<file path="src/rtl/traffic_pkg.sv">
// Shared mode codes, sequencer state encoding and request priority for the traffic light mode logic.
package traffic_pkg;

  localparam logic [1:0] MODE_OFF    = 2'b00;
  localparam logic [1:0] MODE_AUTO   = 2'b01;
  localparam logic [1:0] MODE_NIGHT  = 2'b10;
  localparam logic [1:0] MODE_MANUAL = 2'b11;

  typedef enum logic [1:0] {
    S_RUN    = 2'd0,
    S_YELLOW = 2'd1,
    S_ALLRED = 2'd2
  } seq_state_e;

  // Fixed priority btn1 > btn2 > btn3; MODE_OFF means no request this cycle.
  function automatic logic [1:0] resolve_req(input logic p1, input logic p2, input logic p3);
    logic [1:0] r;
    if (p1) begin
      r = MODE_AUTO;
    end else if (p2) begin
      r = MODE_NIGHT;
    end else if (p3) begin
      r = MODE_MANUAL;
    end else begin
      r = MODE_OFF;
    end
    return r;
  endfunction

endpackage

</file>
<file path="src/rtl/btn_debouncer.sv">
// Two-flop synchronizer, consecutive-mismatch debouncer and registered rising-edge press pulse.
module btn_debouncer #(
  parameter int DEBOUNCE_CYCLES = 4,
  parameter int CNT_W           = 8
) (
  input  logic clk,
  input  logic reset_n,
  input  logic raw,
  output logic level,
  output logic press
);

  localparam logic [CNT_W-1:0] DB_LAST  = CNT_W'(DEBOUNCE_CYCLES - 1);
  localparam logic [CNT_W-1:0] CNT_ZERO = {CNT_W{1'b0}};
  localparam logic [CNT_W-1:0] CNT_ONE  = {{(CNT_W-1){1'b0}}, 1'b1};

  logic             sync1_q, sync2_q;
  logic             level_q, level_d;
  logic             prev_q;
  logic             press_q, press_d;
  logic [CNT_W-1:0] cnt_q, cnt_d;

  // The accepted level flips on the DEBOUNCE_CYCLES-th disagreeing sample in a row.
  always_comb begin
    level_d = level_q;
    cnt_d   = CNT_ZERO;
    if (sync2_q != level_q) begin
      if (cnt_q == DB_LAST) begin
        level_d = ~level_q;
        cnt_d   = CNT_ZERO;
      end else begin
        cnt_d = cnt_q + CNT_ONE;
      end
    end else begin
      cnt_d = CNT_ZERO;
    end
    press_d = level_q & ~prev_q;
  end

  always_ff @(posedge clk or negedge reset_n) begin
    if (!reset_n) begin
      sync1_q <= 1'b0;
      sync2_q <= 1'b0;
      level_q <= 1'b0;
      prev_q  <= 1'b0;
      press_q <= 1'b0;
      cnt_q   <= CNT_ZERO;
    end else begin
      sync1_q <= raw;
      sync2_q <= sync1_q;
      level_q <= level_d;
      prev_q  <= level_q;
      press_q <= press_d;
      cnt_q   <= cnt_d;
    end
  end

  assign level = level_q;
  assign press = press_q;

endmodule

</file>
<file path="src/rtl/mode_switch_sequencer.sv">
// Debounces the mode buttons and walks every mode change through yellow and all-red
// clearance before committing the new mode.
module mode_switch_sequencer
  import traffic_pkg::*;
#(
  parameter int DEBOUNCE_CYCLES = 4,
  parameter int YELLOW_CYCLES   = 3,
  parameter int ALLRED_CYCLES   = 2,
  parameter int CNT_W           = 8
) (
  input  logic       clk,
  input  logic       reset_n,
  input  logic       btn1,
  input  logic       btn2,
  input  logic       btn3,
  output logic [1:0] mode_sel,
  output logic       force_yellow,
  output logic       force_red,
  output logic       sub_reset,
  output logic       busy
);

  localparam logic [CNT_W-1:0] Y_LAST   = CNT_W'(YELLOW_CYCLES - 1);
  localparam logic [CNT_W-1:0] A_LAST   = CNT_W'(ALLRED_CYCLES - 1);
  localparam logic [CNT_W-1:0] CNT_ZERO = {CNT_W{1'b0}};
  localparam logic [CNT_W-1:0] CNT_ONE  = {{(CNT_W-1){1'b0}}, 1'b1};

  logic             press1_s, press2_s, press3_s;
  logic [1:0]       req_s, eff_s;
  logic             newreq_s;
  seq_state_e       state_q, state_d;
  logic [CNT_W-1:0] cnt_q, cnt_d;
  logic [1:0]       pending_q, pending_d;
  logic [1:0]       mode_q, mode_d;
  logic [1:0]       hold_q, hold_d;
  logic             fy_q, fy_d, fr_q, fr_d, busy_q, busy_d;

  btn_debouncer #(.DEBOUNCE_CYCLES(DEBOUNCE_CYCLES), .CNT_W(CNT_W)) u_db1 (
    .clk(clk), .reset_n(reset_n), .raw(btn1), .level(), .press(press1_s));
  btn_debouncer #(.DEBOUNCE_CYCLES(DEBOUNCE_CYCLES), .CNT_W(CNT_W)) u_db2 (
    .clk(clk), .reset_n(reset_n), .raw(btn2), .level(), .press(press2_s));
  btn_debouncer #(.DEBOUNCE_CYCLES(DEBOUNCE_CYCLES), .CNT_W(CNT_W)) u_db3 (
    .clk(clk), .reset_n(reset_n), .raw(btn3), .level(), .press(press3_s));

  assign req_s    = resolve_req(press1_s, press2_s, press3_s);
  // A request caught on the commit edge is replayed from hold_q on the first RUN cycle.
  assign eff_s    = (req_s != MODE_OFF) ? req_s : hold_q;
  assign newreq_s = (req_s != MODE_OFF) && (req_s != pending_q);

  always_comb begin
    state_d   = state_q;
    cnt_d     = cnt_q;
    pending_d = pending_q;
    mode_d    = mode_q;
    hold_d    = hold_q;
    case (state_q)
      S_RUN: begin
        hold_d = MODE_OFF;
        if ((eff_s != MODE_OFF) && (eff_s != mode_q)) begin
          pending_d = eff_s;
          if (mode_q != MODE_OFF) begin
            state_d = S_YELLOW;
            cnt_d   = Y_LAST;
          end else begin
            state_d = S_ALLRED;
            cnt_d   = A_LAST;
          end
        end else begin
          state_d = S_RUN;
        end
      end
      S_YELLOW: begin
        if (newreq_s) pending_d = req_s;
        else          pending_d = pending_q;
        if (cnt_q == CNT_ZERO) begin
          state_d = S_ALLRED;
          cnt_d   = A_LAST;
        end else begin
          cnt_d = cnt_q - CNT_ONE;
        end
      end
      S_ALLRED: begin
        if (cnt_q == CNT_ZERO) begin
          state_d = S_RUN;
          mode_d  = pending_q;
          if (newreq_s) hold_d = req_s;
          else          hold_d = MODE_OFF;
        end else begin
          cnt_d = cnt_q - CNT_ONE;
          if (newreq_s) pending_d = req_s;
          else          pending_d = pending_q;
        end
      end
      default: begin
        state_d = S_RUN;
        cnt_d   = CNT_ZERO;
      end
    endcase
    fy_d   = (state_d == S_YELLOW);
    fr_d   = (state_d == S_ALLRED);
    busy_d = (state_d != S_RUN);
  end

  always_ff @(posedge clk or negedge reset_n) begin
    if (!reset_n) begin
      state_q   <= S_RUN;
      cnt_q     <= CNT_ZERO;
      pending_q <= MODE_OFF;
      mode_q    <= MODE_OFF;
      hold_q    <= MODE_OFF;
      fy_q      <= 1'b0;
      fr_q      <= 1'b0;
      busy_q    <= 1'b0;
    end else begin
      state_q   <= state_d;
      cnt_q     <= cnt_d;
      pending_q <= pending_d;
      mode_q    <= mode_d;
      hold_q    <= hold_d;
      fy_q      <= fy_d;
      fr_q      <= fr_d;
      busy_q    <= busy_d;
    end
  end

  assign mode_sel     = mode_q;
  assign force_yellow = fy_q;
  assign force_red    = fr_q;
  assign sub_reset    = fr_q;
  assign busy         = busy_q;

endmodule
</file>
<file path="config.mk">
export PLATFORM = sky130hd
export DESIGN_NAME = mode_switch_sequencer
export DESIGN_NICKNAME = d
export VERILOG_FILES = /design/src/rtl/traffic_pkg.sv /design/src/rtl/btn_debouncer.sv /design/src/rtl/mode_switch_sequencer.sv
export SDC_FILE = /design/constraint.sdc
export NUM_CORES = 1
export LEC_CHECK = 0
export ABC_CLOCK_PERIOD_IN_PS = 2100
export CORE_MARGIN = 3
export CORE_UTILIZATION = 45
export CTS_BUF_LIST = sky130_fd_sc_hd__clkbuf_8
export DETAILED_ROUTE_END_ITERATION = 10
export HOLD_SLACK_MARGIN = 0.08
export PLACE_DENSITY = 0.63
export REMOVE_ABC_BUFFERS = 1
export SLEW_MARGIN = 10
export SYNTH_ARGS = -nofsm -noshare
export SYNTH_HDL_FRONTEND = slang
export SYNTH_HIERARCHICAL = 1
export SYNTH_SLANG_ARGS = --single-unit
</file>
<file path="constraint.sdc">
create_clock -name clk -period 2.1 [get_ports clk]
set_input_delay 0.315 -clock clk [delete_from_list [all_inputs] [get_ports clk]]
set_output_delay 0.315 -clock clk [all_outputs]
set_load 0.03 [all_outputs]
</file>
== Yosys cells after proc, flatten, opt, wreduce, memory -nomap -nowiden ==
Index checks and enable logic that the tools add are counted.

* Add/subtract/negate cells: 4
* Equal/unequal tests: 15
* Mux-type cells: 27
* Bitwise logic cells: 9
* Reduce and logical (&&, ||, !) cells: 17

{| class="wikitable"
|+ Operators with widths
! cell !! count
|-
| $mux 8 || 9
|-
| $mux 2 || 14
|-
| $add 8x1->8 const B || 3
|-
| $eq 8x2->1 const B || 3
|-
| $pmux 8 s3 || 1
|-
| $pmux 2 s3 || 2
|-
| $reduce_and 2->1 || 6
|-
| $reduce_bool 2->1 || 5
|-
| $logic_not 8->1 || 1
|-
| $sub 8x1->8 const B || 1
|-
| $ne 2x2->1 const B || 3
|-
| $not 1->1 || 6
|-
| $eq 2x1->1 const B || 2
|-
| $eq 2x2->1 const B || 2
|-
| $ne 2x2->1 || 2
|-
| $pmux 2 s2 || 1
|-
| $and 1x1->1 || 3
|-
| $ne 1x1->1 || 3
|-
| $reduce_and 3->1 || 1
|-
| $reduce_bool 3->1 || 1
|-
| $logic_and 1x1->1 || 2
|-
| $logic_not 2->1 || 1
|}

* Bits in registers: 58
* Bits of input ports: 5
* Output and inout bits: 6
* Word-level logic and storage cells: 98

== Logic depth before layout (Yosys ltp) ==
* Depth after elaboration: 10
* Depth in mapped cells: 8
* Mapped depth without buffers: 7

== Cells and area by module ==
Netlist, hierarchy kept.

{| class="wikitable"
|+ By module, submodules not included
! module !! times used !! cells each !! area each (µm²) !! seq. area each (µm²)
|-
| btn_debouncer || 3 || 47 || 549.3 || 325.3
|-
| mode_switch_sequencer || 1 || 139 || 1,333.8 || 475.5
|}

== Worst setup path after synthesis ==
No wires, ideal clock.

* Path type: register to register
* Start point: reg state_q[0]
* End point: reg cnt_q[0] (netlist name)
* Setup time: 125 ps
* Arrival time: 1,806 ps
* Required time: 1,975 ps
* Setup slack: 169 ps
* Stages on the path, launching flop included: 9
* Buffers on the path: 1
* Period minus slack after synthesis: 1,931 ps
* Cell sequence: dfrtp_1 inv_1 ha_1 buf_2 inv_1 or3_1 o2bb2ai_4 nor3b_2 mux2_4

{| class="wikitable"
|+ RTL lines
! element !! RTL line !! source
|-
| start, declared || mode_switch_sequencer.sv:31 || <nowiki>seq_state_e state_q, state_d;</nowiki>
|-
| start signal, assigned || mode_switch_sequencer.sv:115 || <nowiki>state_q <= state_d;</nowiki>
|}

== Worst setup path in the final report ==
* Start point: reg state_q[1]
* End point: reg pending_q[0]

* Cells in the longest elaborated chain, start to end: 3
* Elaborated cells on any way between the ends: 8
* Those cells by class: 4 x eq/ne; 1 x mux; 3 x reduce/logical

{| class="wikitable"
|+ RTL lines
! element !! RTL line !! source
|-
| $eq 2x2->1 (tied with other cells) || mode_switch_sequencer.sv:56 || <nowiki>case (state_q)</nowiki>
|-
| $ne 2x2->1 (no line) / $reduce_bool 3->1 (equally long branches) || - ||
|-
| $reduce_and 3->1 (no line) || - ||
|-
| end signal, assigned || mode_switch_sequencer.sv:117 || <nowiki>pending_q <= pending_d;</nowiki>
|-
| end, declared || mode_switch_sequencer.sv:33 || <nowiki>logic [1:0] pending_q, pending_d;</nowiki>
|}

Several ways; a longest one is shown, not always the timed one.
A chain may end at the register's enable or synchronous reset.

==> impl_metrics.tcl <==
set metrics [dict create \
    status "finished clean" \
    core_mm2 0.00639 \
    r2r_end "pending_q[0]$_DFFE_PN0P_" \
    cp_slowest_cell "o41a_1" \
    grt_use_total 0.155 \
    n_fill_cell 573 \
    fmax_mhz 492 \
    critPathMaxFanout 4 \
    period_share 0.968 \
    die_area_mm2 0.00764 \
    regArea_mm2 0.00145 \
    layout.nets 324 \
    drcViolationCount 0 \
    critPathTopFamily "compound AO/OA/AOI/OAI gates" \
    cts_tree "done" \
    worstSkewPairLatency_ns 0.34 \
    area_delta_synth_final_pct 17.0 \
    worstSetupEndpointType "flop" \
    maxCapViolCount 0 \
    numClockSinks 58 \
    synth-main-ff-cell "dfrtp_1" \
    dieWidth_um 87.4 \
    rows 29 \
    critical-path-max-stage-delay_ns 0.46 \
    syn_inst 280 \
    hold_ws_ns 0.356 \
    reg2regPathDepth 6 \
    power_density_mw_per_mm2 1550 \
    antenna_left 0 \
    hold_depth 0 \
    worstPathArrival_ns 2.25 \
    antenna_found_initial 0 \
    grt_max_degree 59 \
    drt_iter0_drc 132 \
    fin_cells 389 \
    hold_class "reg -> reg" \
    drt-pass1-iter-count 4 \
    grt-ovfl-total 0 \
    netlist_area_mm2 0.00298 \
    path_cells "inv_1 > ha_2 > inv_1 > o41a_1 > a2111oi_4 > mux2_2" \
    num_vias 2080 \
    synth_seq_cells 58 \
    die_h_um 87.4 \
    wl_per_cell_um 13.6 \
    cellLeakagePower_nw 1.54 \
    dp_cells 372 \
    ys_warn_count 6 \
    ir_worst_vdd_mv 0.959 \
    num_io_pins 11 \
    grt_pass1_wl_um 9110 \
    required_ns 2.32 \
    cts_made_buffers 9 \
    yosysTopAreaCell "dfrtp_1" \
    cts_setup_buffers 0 \
    h-tree-depth 3 \
    drt_wl_total_um 5280 \
    synth-edff-count 0 \
    hold_end "u_db2/sync2_q$_DFF_PN0_" \
    setup_viol 0 \
    timing.rr.start "state_q[1]$_DFF_PN0_" \
    drive_above_1_share 0.205 \
    n_antenna_cell 0 \
    slew_viol_final 0 \
    power_mw 5.41 \
    io_buffers 10 \
    cpMostUsedCell "inv_1" \
    initial_core_util 0.467 \
    critPathBufInv 2 \
    worstMarginPinSlew_ns 0.370 \
    place_congestion 0.854 \
    root_buffer "clkbuf_8" \
    min_from "u_db2/sync1_q$_DFF_PN0_" \
    seq_area_frac_synth 0.487 \
    synth.area.top_cells "dfrtp_1 (49%), ha_1 (5.0%), nor2_1 (4.0%)" \
    grt_pass1_vias 1981 \
    multi_input_area_mm2 0.00146 \
    yosysUniqueCellTypes 55 \
    via_per_inst 5.35 \
    fin_crit_ns 2.03 \
    cts_buffer_depth 2 \
    clk_pin_slew_ns 0.07 \
    slew_headroom 0.747 \
    rsz0062_at_grt "yes" \
    postSynth.asyncResetShare 1.00 \
    reg2reg_slack_ns 0.07 \
    clock_skew_ns 0.0106 \
    start_kind "flop" \
    crit_type "reg -> reg" \
    hpwl_um 3640 \
    synth_top_area_share 0.487 \
    avgSynthCellArea_um2 10.6 \
    finalHoldViolations 0 \
]
cell type report:
| type | count | share of cell area |
|---|---|---|
| inverters | 17 | 0.0183 |
| clock buffers | 10 | 0.0394 |
| flip-flops and latches | 58 | 0.416 |
| clock inverters | 6 | 0.0258 |
| multi-input cells | 200 | 0.418 |
| well taps | 77 | 0.0276 |
| repair buffers | 21 | 0.0552 |
cells by family (layout without fill, tap and decap cells):
group,after synthesis,in the layout,synth area share
adders and majority gates,12,12,0.0504
DFF,58,58,0.487
xor gates and xnor gates,14,14,0.0411
muxes,9,9,0.0365
and+or+nand+nor,108,108,0.210
buffers and inverters,22,54,0.0311
AOI/OAI and AO/OA,57,57,0.144
flip-flops by register name, indices dropped and copies added (netlist names), 2 cells and up:
register / flops
u_db2/cnt_q: 8
u_db1/cnt_q: 8
pending_q: 2
cnt_q: 8
hold_q: 2
mode_sel: 2
u_db3/cnt_q: 8
state_q: 2
repair_timing:
| action | CTS | global route |
|---|---|---|
| hold endpoints to repair | 58 | 0 |
| hold buffers | 1 | 0 |
| setup endpoints to repair | 0 | 9 |
| resized for setup | 0 | 3 |
stage by stage:
step | setup slack, ns | area [um2] | setup TNS, ns | utilization
floorplan | 0.145 | 2950 | 0 | -
global placement | 0.105 | 3230 | 0 | 0.506
detailed placement | 0.0659 | 3230 | 0 | 0.506
CTS | 0.0520 | 3470 | 0 | 0.543
global route | -0.0295 | 3490 | -0.0533 | 0.546
finish | 0.0677 | 3490 | 0 | 0.546
cell usage in the layout, fill, tap and decap left out, types with 10 or more instances in the layout:
| cell | instances |
|---|---|
| dfrtp_1 | 58 |
| nor2_1 | 32 |
| nand2_1 | 19 |
| inv_1 | 16 |
| a21oi_1 | 14 |
| o21ai_0 | 13 |
| or3_1 | 12 |
| nand3_1 | 12 |
| ha_1 | 11 |
| clkbuf_8 | 10 |
where the power goes:
| part | total, mW | switching (mW) | leakage, nW | internal [mW] |
|---|---|---|---|---|
| logic | 2.45 | 1.28 | 0.669 | 1.16 |
| clock network | 1.16 | 0.460 | 0.112 | 0.702 |
| registers | 1.80 | 0.372 | 0.759 | 1.43 |
routing by layer:
metal | global-route usage | up-vias | routed length (um)
met1 | 0.208 | 1001 | 2600
met4 | 0.0628 | 0 | 61
li1 | - | 1048 | -
met2 | 0.232 | 25 | 2420
met5 | 0 | - | 0
met3 | 0.0482 | 6 | 188
cells in the mapped netlist, types with 3 or more instances:
master / instances
nand2_1: 19
nor4b_2: 3
ha_1: 12
nor2b_1: 4
o21ai_0: 13
dfrtp_1: 58
a31oi_1: 3
inv_1: 16
a21oi_2: 3
a221o_1: 3
xor2_1: 7
nand4_2: 3
mux2_2: 7
a21o_1: 3
xnor2_1: 7
or3_1: 12
nand3_1: 12
nor2_1: 32
a21oi_1: 14
nor3_1: 8
worst reg2reg max path: cells and delay by family (launching register included):
family                     cells  cell delay (ns)
AOI/OAI and AO/OA              2             0.71
adders and majority gates      1             0.31
buffers and inverters          2             0.14
DFF                            1             0.39
muxes                          1             0.37
how the worst max path moves through the flow:
stage / startpoint / endpoint / slack [ns] / depth (start not counted)
detailed placement: state_q[1]$_DFF_PN0_ / pending_q[0]$_DFFE_PN0P_ / 0.07 / 7
CTS: state_q[1]$_DFF_PN0_ / pending_q[0]$_DFFE_PN0P_ / 0.05 / 6
finish: state_q[1]$_DFF_PN0_ / pending_q[0]$_DFFE_PN0P_ / 0.07 / 6
global placement: state_q[1]$_DFF_PN0_ / pending_q[1]$_DFFE_PN0P_ / 0.10 / 6
floorplan: state_q[0]$_DFF_PN0_ / cnt_q[0]$_DFFE_PN0P_ / 0.14 / 7
global route: state_q[1]$_DFF_PN0_ / pending_q[1]$_DFFE_PN0P_ / -0.03 / 6
Note: power is estimated with default switching activity, not from simulation.
